<file path="config.mk">
export PLATFORM = sky130hd
export DESIGN_NAME = ifu_bp_resolve_ctl
export DESIGN_NICKNAME = d
export VERILOG_FILES = /design/src/rtl/ifu_bp_resolve_ctl.sv
export SDC_FILE = /design/constraint.sdc
export NUM_CORES = 1
export LEC_CHECK = 0
export CAP_MARGIN = 40
export CORE_MARGIN = 4
export CORE_UTILIZATION = 50
export DETAILED_ROUTE_END_ITERATION = 7
export GPL_ROUTABILITY_DRIVEN = 0
export PLACE_DENSITY = 0.85
export SLEW_MARGIN = 20
export SYNTH_ARGS = -nofsm -noshare
export SYNTH_HDL_FRONTEND = slang
export SYNTH_SLANG_ARGS = --single-unit
</file>
<file path="constraint.sdc">
create_clock -name clk -period 4.9 [get_ports clk]
set_input_delay 0.49 -clock clk [delete_from_list [all_inputs] [get_ports clk]]
set_output_delay 0.49 -clock clk [all_outputs]
set_load 0.02 [all_outputs]
</file>
<file path="src/rtl/ifu_bp_resolve_ctl.sv">
`default_nettype none
// ============================================================================
//  Module   : ifu_bp_resolve_ctl
//  Brief    : Fetch-side consumer of EXU branch resolution. Resolved-branch
//             BHT updates are queued in a small FIFO and drained into the BHT
//             write port when fetch is not reading it. A starvation counter
//             forces a write, and stalls fetch, if fetch holds the port too
//             long. The EXU redirect is held in a valid/ack handshake toward
//             the fetch PC mux, and flush_lower cancels it.
//  Options  : BP_MISP_CNT_EN - when defined, perf_misp_cnt counts accepted
//             mispredicted updates. When undefined it is tied to zero and
//             has no flops.
//  Revision : 1.0 - initial release
// ============================================================================
module ifu_bp_resolve_ctl #(
   parameter int BHT_AW     = 8,
   parameter int DEPTH      = 4,
   parameter int STARVE_MAX = 7
) (
   input  logic              clk,
   input  logic              rst_l,
   input  logic              exu_upd_valid,
   input  logic              exu_upd_misp,
   input  logic [1:0]        exu_upd_hist,
   input  logic [BHT_AW-1:0] exu_upd_index,
   input  logic              exu_upd_way,
   input  logic              exu_flush_upper,
   input  logic [30:0]       exu_flush_path,
   input  logic              flush_lower,
   input  logic              ifu_fetch_rd,
   input  logic              ifu_redirect_ack,
   output logic              bht_wr_en,
   output logic [BHT_AW-1:0] bht_wr_addr,
   output logic              bht_wr_way,
   output logic [1:0]        bht_wr_data,
   output logic              ifu_bht_stall,
   output logic              ifu_redirect_valid,
   output logic [30:0]       ifu_redirect_pc,
   output logic              upd_full,
   output logic [7:0]        upd_drop_cnt,
   output logic [15:0]       perf_misp_cnt
);

   // Pointer index width; the pointers carry one extra wrap bit for full/empty.
   localparam int c_PW = $clog2(DEPTH);
   // One FIFO entry holds {index, way, hist}.
   localparam int c_EW = BHT_AW + 3;
   localparam int c_SW = (STARVE_MAX < 1) ? 1 : $clog2(STARVE_MAX + 1);
   localparam logic [c_SW-1:0] c_STARVE_MAX = c_SW'(STARVE_MAX);
   localparam logic [c_PW:0]   c_PTR_ONE    = (c_PW + 1)'(1);
   localparam logic [c_SW-1:0] c_STARVE_ONE = c_SW'(1);

   typedef enum logic [0:0] {
      ST_IDLE = 1'b0,
      ST_PEND = 1'b1
   } redir_state_t;

   logic [c_EW-1:0] r_mem [DEPTH];
   logic [c_PW:0]   r_wr_ptr;
   logic [c_PW:0]   r_rd_ptr;
   logic [c_SW-1:0] r_starve_cnt;
   logic [7:0]      r_drop_cnt;
   redir_state_t    r_state;
   redir_state_t    w_state_nxt;
   logic [30:0]     r_redir_pc;
   logic [30:0]     w_redir_pc_nxt;

   logic            w_empty;
   logic            w_full;
   logic            w_push;
   logic            w_pop;
   logic            w_drop;
   logic            w_starve_hit;
   logic [c_EW-1:0] w_push_entry;
   logic [c_EW-1:0] w_head;

   assign w_empty      = (r_wr_ptr == r_rd_ptr);
   assign w_full       = (r_wr_ptr[c_PW] != r_rd_ptr[c_PW]) &&
                         (r_wr_ptr[c_PW-1:0] == r_rd_ptr[c_PW-1:0]);
   assign w_starve_hit = (r_starve_cnt == c_STARVE_MAX);
   // A write happens whenever fetch leaves the port free, or when starved.
   assign w_pop        = ~w_empty & (~ifu_fetch_rd | w_starve_hit);
   // A same-cycle pop frees a slot, so a push into a full FIFO still lands.
   assign w_push       = exu_upd_valid & (~w_full | w_pop);
   assign w_drop       = exu_upd_valid & w_full & ~w_pop;
   assign w_push_entry = {exu_upd_index, exu_upd_way, exu_upd_hist};
   assign w_head       = r_mem[r_rd_ptr[c_PW-1:0]];

   // Entry storage; contents are only observed while the FIFO is non-empty.
   always_ff @(posedge clk) begin
      if (w_push) begin
         r_mem[r_wr_ptr[c_PW-1:0]] <= w_push_entry;
      end
   end

   // Read/write pointers advance on pop/push independently.
   always_ff @(posedge clk or negedge rst_l) begin
      if (!rst_l) begin
         r_wr_ptr <= '0;
         r_rd_ptr <= '0;
      end else begin
         if (w_push) begin
            r_wr_ptr <= r_wr_ptr + c_PTR_ONE;
         end
         if (w_pop) begin
            r_rd_ptr <= r_rd_ptr + c_PTR_ONE;
         end
      end
   end

   // Count consecutive cycles a pending update is blocked by fetch reads.
   always_ff @(posedge clk or negedge rst_l) begin
      if (!rst_l) begin
         r_starve_cnt <= '0;
      end else if (w_empty || w_pop) begin
         r_starve_cnt <= '0;
      end else if (ifu_fetch_rd) begin
         r_starve_cnt <= r_starve_cnt + c_STARVE_ONE;
      end
   end

   // Saturating count of updates lost to a full FIFO.
   always_ff @(posedge clk or negedge rst_l) begin
      if (!rst_l) begin
         r_drop_cnt <= 8'h00;
      end else if (w_drop && (r_drop_cnt != 8'hFF)) begin
         r_drop_cnt <= r_drop_cnt + 8'h01;
      end
   end

   // Redirect state and latched PC registers.
   always_ff @(posedge clk or negedge rst_l) begin
      if (!rst_l) begin
         r_state    <= ST_IDLE;
         r_redir_pc <= 31'h0;
      end else begin
         r_state    <= w_state_nxt;
         r_redir_pc <= w_redir_pc_nxt;
      end
   end

   // Redirect next state: flush_lower wins, a new flush_upper re-latches even
   // in the same cycle as an ack, otherwise an ack retires the redirect.
   always_comb begin
      w_state_nxt    = r_state;
      w_redir_pc_nxt = r_redir_pc;
      case (r_state)
         ST_IDLE: begin
            if (exu_flush_upper && !flush_lower) begin
               w_state_nxt    = ST_PEND;
               w_redir_pc_nxt = exu_flush_path;
            end
         end
         ST_PEND: begin
            if (flush_lower) begin
               w_state_nxt = ST_IDLE;
            end else if (exu_flush_upper) begin
               w_state_nxt    = ST_PEND;
               w_redir_pc_nxt = exu_flush_path;
            end else if (ifu_redirect_ack) begin
               w_state_nxt = ST_IDLE;
            end
         end
         default: begin
            w_state_nxt = ST_IDLE;
         end
      endcase
   end

`ifdef BP_MISP_CNT_EN
   logic [15:0] r_misp_cnt;

   // Saturating count of accepted mispredicted updates.
   always_ff @(posedge clk or negedge rst_l) begin
      if (!rst_l) begin
         r_misp_cnt <= 16'h0000;
      end else if (w_push && exu_upd_misp && (r_misp_cnt != 16'hFFFF)) begin
         r_misp_cnt <= r_misp_cnt + 16'h0001;
      end
   end

   assign perf_misp_cnt = r_misp_cnt;
`else
   logic w_unused_misp;
   assign w_unused_misp = exu_upd_misp;
   assign perf_misp_cnt = 16'h0000;
`endif

   // Head fields are masked while empty so the port reads zero when idle.
   assign bht_wr_en          = w_pop;
   assign bht_wr_addr        = w_empty ? '0   : w_head[c_EW-1:3];
   assign bht_wr_way         = w_empty ? 1'b0 : w_head[2];
   assign bht_wr_data        = w_empty ? 2'b0 : w_head[1:0];
   assign ifu_bht_stall      = w_starve_hit & ~w_empty & ifu_fetch_rd;
   assign ifu_redirect_valid = (r_state == ST_PEND);
   assign ifu_redirect_pc    = r_redir_pc;
   assign upd_full           = w_full;
   assign upd_drop_cnt       = r_drop_cnt;

endmodule
`default_nettype wire
</file>
# Word level (Yosys, flattened, before mapping)
# Memory sizes are Yosys's and may differ from the RTL's.
# Cells that the tools add are included.
# op_classes
reduce_logical,7
bitwise_logic,13
order_cmp,0
div_mod_pow,0
mul,0
n_shift,0
n_mux,16
addsub,4
n_eq_ne,8
# op_table
cell,n
31-bit two-way mux,3
31-bit case mux with 2 select lines,1
"3-bit by 1-bit adder with 3-bit output, second input constant",3
"8-bit by 1-bit adder with 8-bit output, second input constant",1
8-bit two-way mux,1
"8-bit inequality test, second input constant",1
1-bit two-way mux,7
1-bit bitwise AND,6
3-bit two-way mux,2
"2-bit inequality test, second input constant",3
1-bit NOT,5
3-bit equality test,1
"3-bit equality test, second input constant",1
1-bit logical AND,3
3-bit AND reduction,1
2-bit equality test,1
2-bit two-way mux,1
1-bit bitwise OR,2
1-bit case mux with 2 select lines,1
2-bit nonzero test,1
1-bit logical NOT,1
1-bit logical OR,1
1-bit inequality test,1
# word_totals
romBits,0
latchBits,0
regBits,49
memories,1
inputBits,50
elab_cells,55
mem_bits_rw,44
out_inout_bits,70
# memory_table
memory,depth,width,read_ports,rd_clocked_by_memory_dff,wr,line,rtl
r_mem,4,11,1,0,1,58,logic [c_EW-1:0] r_mem [DEPTH];

# Depth between registers and ports, before layout
# Gate-level depths: netlist of run 1.
# depth
word_depth,7
mapped_depth,6
ltp_nobuf,6

# Least setup slack after synthesis of run 1
# No wires, ideal clock.
# synth_path
kind,flip-flop to output port
start,register r_rd_ptr[0]
end,output bht_wr_addr[0]
setup_slack_ps,2993
required_time_ps,4410
arrival_time_ps,1417
stages_incl_launch_ff,6
path_buffers,1
path_cell_list,dfrtp_1 -> xnor2_2 -> nand2_1 -> nor2_1 -> buf_2 -> nor2b_1
# synth_between
elab_chain_cells,2
word_cells_on_any_way,3
cone_classes,eq/ne (1); mux (1); memory (1)
# synth_lines
element,line,rtl
"start, declared",60,logic [c_PW:0] r_rd_ptr;
"start signal, assigned",106,r_rd_ptr <= r_rd_ptr + c_PTR_ONE;
memory 4 x 11 bit or 3-bit equality test (tied branches),n/a,
8-bit two-way mux (*),191,assign bht_wr_addr = w_empty ? '0 : w_head[c_EW-1:3];
"end, declared",33,"output logic [BHT_AW-1:0] bht_wr_addr,"
# Mark *: on every way between the ends. The rest lies on a longest branch, timed or not.

# Final worst setup path of run 1
# layout_path
start,register r_rd_ptr[1]
end,output bht_wr_addr[2]
# Same word-level chain as after synthesis.

==> results of run 1 <==
-- cells by family after synthesis --
family	Yosys count
xor+xnor	15
mux	45
fa+ha+maj	8
buf+inv	25
flops	93
compound gates	2
other cells	1
simple gates	47
-- final timing paths --
path / depth (start not counted) / end / slack (ns)
max in group asynchronous: 2 / ifu_redirect_pc[28] / 4.24
setup / recovery: 6 / bht_wr_addr[2] / 1.68
hold / removal: 2 / upd_drop_cnt[0] / 0.22
hold reg to reg: 1 / r_starve_cnt[0] / 0.44
min in group clk: 1 / r_starve_cnt[0] / 0.44
setup reg to reg: 3 / r_mem[3][4] / 2.73
-- synth_stat cells (2+ instances only) --
cell and instances:
and3_1 4, and3b_1 2, buf_2 4, buf_4 17, dfrtp_1 49, edfxtp_1 44
ha_1 8, inv_1 3, mux2_2 34, mux4_2 11, nand2_1 7, nand3_1 2
nor2_1 5, nor2b_1 13, nor3_1 4, nor3b_1 2, xnor2_1 3, xnor2_2 2
xor2_1 9
-- worst reg2reg max path, stage by stage, from the launching register on --
cell and delay, ns:
dfrtp_1 0.77, xnor2_2 0.21, nand4_1 0.23, and3_1 0.60
-- layout make-up --
class	instances	area (µm²)	share of cell area
Tap cell	102	127.6	0.02459
Clock inverter	2	35.03	0.006750
Timing Repair Buffer	106	1046	0.2015
Inverter	3	11.26	0.002170
Multi-Input combinational cell	133	1266	0.2440
Clock buffer	13	156.4	0.03013
Sequential cell	93	2547	0.4908
-- metal layers --
metal	GRT usage	part of all wire
met5	0	0
met4	0.07477	0.027
met3	0.04725	0.053
met2	0.2793	0.54
met1	0.1960	0.38
-- power groups by stage --
stage | registers, W | clock network, W | logic [W]
detailed placement | 0.00111 | 0 | 0.00112
global placement | 0.00110 | 0 | 0.00108
finish | 0.00109 | 0.000503 | 0.00110
global route | 0.00111 | 0.000550 | 0.00118
CTS | 0.00109 | 0.000513 | 0.00113
floorplan | 0.00114 | 0 | 0.000621
-- stage by stage --
| stage | utilization | total power, W | hold slack [ns] | instance area (µm²) |
|---|---|---|---|---|
| 2_1_floorplan | - | 0.001764 | 0.1944 | 3974 |
| 3_3_place_gp | 0.6493 | 0.002180 | 0.4324 | 4991 |
| 3_5_place_dp | 0.6502 | 0.002232 | 0.4381 | 4999 |
| 4_1_cts | 0.6751 | 0.002732 | 0.2465 | 5190 |
| 5_1_grt | 0.6751 | 0.002842 | 0.2521 | 5190 |
| 6_report | 0.6751 | 0.002697 | 0.2179 | 5190 |
-- state kept, by name, indices dropped and copies added, names as in the netlist --
register and count:
ifu_redirect_pc 31, r_wr_ptr 3, r_rd_ptr 3, r_starve_cnt 3, r_mem 44, ifu_redirect_valid 1
upd_drop_cnt 8
==> metrics.yaml, run 1 <==
worst_setup_path:
  start_kind: "flip-flop"
  cp_max_fo: 14
  crit_path_top_delay_cell: "dfrtp_1"
  max_stage_delay_ns: 0.63
  critical_path_arrival_ns: 2.73
  path_delay_family: "buffers and inverters"
  worstPathCellList: "xnor2_2, nand2_1, nor2_1, buf_4, nor2b_1, clkdlybuf4s50_1"
  reg2reg_from: "r_rd_ptr[1]"
  cp-end-kind: "primary output"
  crit_start: "r_rd_ptr[1]"
  path_buf_inv: 2
  crit_type: "flip-flop to primary output"
  cp.required_ns: 4.41
clock_tree:
  cts_resized: 0
  clk_latency_ns: 0.35
  htreeDepth: 3
  numCtsBuffers: 9
  cts_tree: "done"
  path_clk_slew_ns: 0.09
  cts_setup_buffers: 0
  cts_root_buf: "clkbuf_8"
  cts_hold_buffers: 0
  clk_path_buf_depth: 2
  cts.sinks: 93
place:
  place_ws_ns: 2.025
  dp.cells: 437
  dp_hpwl_um: 5391
  io_buffers: 102
logic_synthesis:
  synth_simple_gate_area_frac: 0.07697
  synth_edf_count: 44
  synth.cell_area_mm2: 0.003918
  synth_mux_area_frac: 0.1610
  ys_ff_latch: 93
  yosysTopAreaCell: "edfxtp_1"
  async_flop_share: 0.5269
  synth_cells: 236
  synth_cell_types: 32
  avgSynthCellArea_um2: 16.60
  synth_top_area_share: 0.3373
  synthTopCellsByArea: "edfxtp_1 34%, dfrtp_1 31%, mux2_2 9.8%, mux4_2 6.3%, buf_4 3.3%"
  synth_ff_type: "dfrtp_1"
  synthAdderAreaFrac: 0.02555
  synth-compound-area-share: 0.004471
  synth_top_family_by_area: "multiplexers"
  synthXorXnorAreaFrac: 0.03928
  ys_warn_count: 0
  yosysSeqAreaShare: 0.6503
die:
  dieArea_mm2: 0.009315
  num_rows: 32
  die_y_um: 96.52
  coreArea_mm2: 0.007687
  start_util: 0.5096
  die_x_um: 96.52
  io-pin-count: 120
grt:
  grt-ovfl-total: 0
  grt_pass1_vias: 2271
  antenna_found_initial: 0
  grtUsageTotal: 0.1652
  grt_start_max_net_pins: 50
  grt_pass1_wl_um: 11320
timing:
  post-route-period-util: 0.6568
  setup_viol: 0
  fmax_mhz: 310.7
  tns_ns: 0
  period_minus_slack_ns: 3.218
  setup_ws_ns: 1.682
  hold_viol: 0
  worst_slew_pin_slew_ns: 0.6509
  report.final.slew_viol_count: 0
  rsz0062_at_grt: "false"
  finalClockSkew_ns: 0.01407
  max-slew-margin-rel: 0.5661
routing:
  viasPerCell: 4.958
  routed_wl_um: 7487
  drcViolationCount: 0
  final_antenna_net_count: 0
  drt-pass1-iter-count: 4
  vias: 2241
  drt_iter0_markers: 100
  wire_per_inst_um: 16.56
power:
  irDropWorstVdd_mv: 0.2384
  p_switching_w: 0.0008964
  clockPowerShare: 0.186
  p_per_area_mw_per_mm2: 519.6
  p_sw_frac: 0.3324
  p_comb_frac: 0.409
  seq_power_share: 0.404
  internal_power_w: 0.001800
  leakage_nw: 2.052
cells_and_area:
  antenna_cells: 0
  fin_cells: 452
  n_fill_cell: 539
  fin_nets: 404
  area_growth_pct: 32.48
  mostFrequentLayoutCells: "101 x clkdlybuf4s50_1, 49 x dfrtp_1, 44 x edfxtp_1"
  drive_gt1_frac: 0.2057
  layout_commonest_cell: "clkdlybuf4s50_1"
flow_run:
  cap_violations: 0
hold_path:
  hold_path_class: "primary input to asynchronous set/reset pin"
outcome:
  status: "completed"
Note: power is estimated with default switching activity, not from simulation.
==> inputs of run 2 (changes only) <==
--- a/config.mk
+++ b/config.mk
@@ -7,10 +7,10 @@
 export LEC_CHECK = 0
 export CAP_MARGIN = 40
 export CORE_MARGIN = 4
-export CORE_UTILIZATION = 50
+export CORE_UTILIZATION = 42
 export DETAILED_ROUTE_END_ITERATION = 7
 export GPL_ROUTABILITY_DRIVEN = 0
-export PLACE_DENSITY = 0.85
+export PLACE_DENSITY = 0.76
 export SLEW_MARGIN = 20
 export SYNTH_ARGS = -nofsm -noshare
 export SYNTH_HDL_FRONTEND = slang
==> constraint.sdc (replaced) <==
create_clock -name clk -period 2.8 [get_ports clk]
set_input_delay 0.28 -clock clk [delete_from_list [all_inputs] [get_ports clk]]
set_output_delay 0.28 -clock clk [all_outputs]
set_load 0.02 [all_outputs]
==> metrics.yaml, run 2 (synthesized netlist as in run 1, its figures left out) <==
timing:
  post-route-period-util: 0.9187
  hold_viol: 0
  whs_ns: 0.3592
  max-slew-margin-rel: 0.5829
  setup_ws_ns: 0.2275
  worst_slew_pin_slew_ns: 0.6256
  setup_viol: 0
  period_minus_slack_ns: 2.572
  finalClockSkew_ns: 0.01339
  report.final.slew_viol_count: 0
  rsz0062_at_grt: "false"
  fmax_mhz: 388.7
  tns_ns: 0
routing:
  wire_per_inst_um: 16.31
  drcViolationCount: 0
  viasPerCell: 4.908
  dr_wl_met2_um: 3935
  final_antenna_net_count: 0
  vias: 2282
  met3WireLength_um: 502
  drt-pass1-iter-count: 4
  top_layer: "met4"
  drt_iter0_markers: 55
  met1_length_um: 3024
  routed_wl_um: 7583
grt:
  antenna_found_initial: 0
  grt-ovfl-total: 0
  grt_pass1_vias: 2475
  grt_start_max_net_pins: 21
  grtUsageTotal: 0.1453
  grt_pass1_wl_um: 12480
cells_and_area:
  largest_reg_flops: 44
  mostFrequentLayoutCells: "101 x clkdlybuf4s50_1, 49 x dfrtp_1, 44 x edfxtp_1"
  fin_area_mm2: 0.005293
  n_fill_cell: 710
  ff_latch_area_mm2: 0.002547
  fin_nets: 410
  final_core_util: 0.5953
  area_growth_pct: 35.10
  drive_gt1_frac: 0.2185
  layout_commonest_cell: "clkdlybuf4s50_1"
  multi_input_area_mm2: 0.001266
  antenna_cells: 0
clock_tree:
  htreeDepth: 3
  numCtsBuffers: 9
  clk_latency_ns: 0.36
  cts_hold_buffers: 1
  cts_setup_buffers: 0
  path_clk_slew_ns: 0.09
  cts.sinks: 93
  cts_resized: 0
  cts_tree: "done"
  cts_root_buf: "clkbuf_8"
  clk_path_buf_depth: 2
place:
  io_buffers: 102
  place_ws_ns: 0.5819
  place_area_mm2: 0.005084
  dp_hpwl_um: 5686
worst_setup_path:
  max_stage_delay_ns: 0.53
  crit_type: "flip-flop to primary output"
  cp_max_fo: 8
  start_kind: "flip-flop"
  crit_path_top_delay_cell: "clkdlybuf4s50_1"
  path_buf_inv: 2
  path_delay_family: "buffers and inverters"
  critical_path_arrival_ns: 2.29
  cp.required_ns: 2.52
  cp-end-kind: "primary output"
  worstPathCellList: "xnor2_2, nand2_1, nor2_1, buf_4, and3b_1, clkdlybuf4s50_1"
power:
  p_per_area_mw_per_mm2: 901.5
  leakage_nw: 2.095
  irDropWorstVdd_mv: 0.4088
outcome:
  status: "completed"
die:
  die_y_um: 104.6
  start_util: 0.4406
  num_rows: 34
  coreArea_mm2: 0.008891
  io-pin-count: 120
  die_x_um: 104.6
  dieArea_mm2: 0.01094
flow_run:
  cap_violations: 0
hold_path:
  hold_path_class: "primary input to asynchronous set/reset pin"
[run 2: area by class of cell]
type,instances,share of cell area
Multi-Input combinational cell,133,0.2392
Clock inverter,7,0.01418
Tap cell,108,0.02553
Sequential cell,93,0.4813
Timing Repair Buffer,112,0.2142
Inverter,3,0.002128
Clock buffer,9,0.02340
[run 2: metal layers]
| metal | GRT usage | vias up |
|---|---|---|
| met5 | 0 | - |
| met4 | 0.05623 | 0 |
| met3 | 0.04562 | 11 |
| met2 | 0.2565 | 67 |
| met1 | 0.1652 | 1146 |
| li1 | - | 1058 |
[run 2: worst paths after layout]
path / to / start / cells past startpoint / slack (ns)
setup / recovery: ifu_bht_stall / r_wr_ptr[0] / 6 / 0.23
hold / removal: upd_drop_cnt[2] / rst_l / 2 / 0.36
setup reg to reg: r_wr_ptr[2] / r_starve_cnt[0] / 6 / 0.71
hold reg to reg: r_starve_cnt[0] / r_starve_cnt[0] / 1 / 0.45
max in group asynchronous: ifu_redirect_pc[9] / rst_l / 4 / 1.86
min in group clk: r_starve_cnt[0] / r_starve_cnt[0] / 1 / 0.45
[run 2: report_power, final]
group,switching (W),leakage (nW),internal [W]
combinational,0.000986,0.998,0.00101
clock,0.000471,0.0988,0.000417
sequential,0.000159,0.998,0.00173
[run 2: metrics by stage]
step	cells	power (W)
finish	465	0.004772
global route	465	0.005045
CTS	465	0.004852
detailed placement	448	0.003952
global placement	446	0.003901
floorplan	251	0.003087
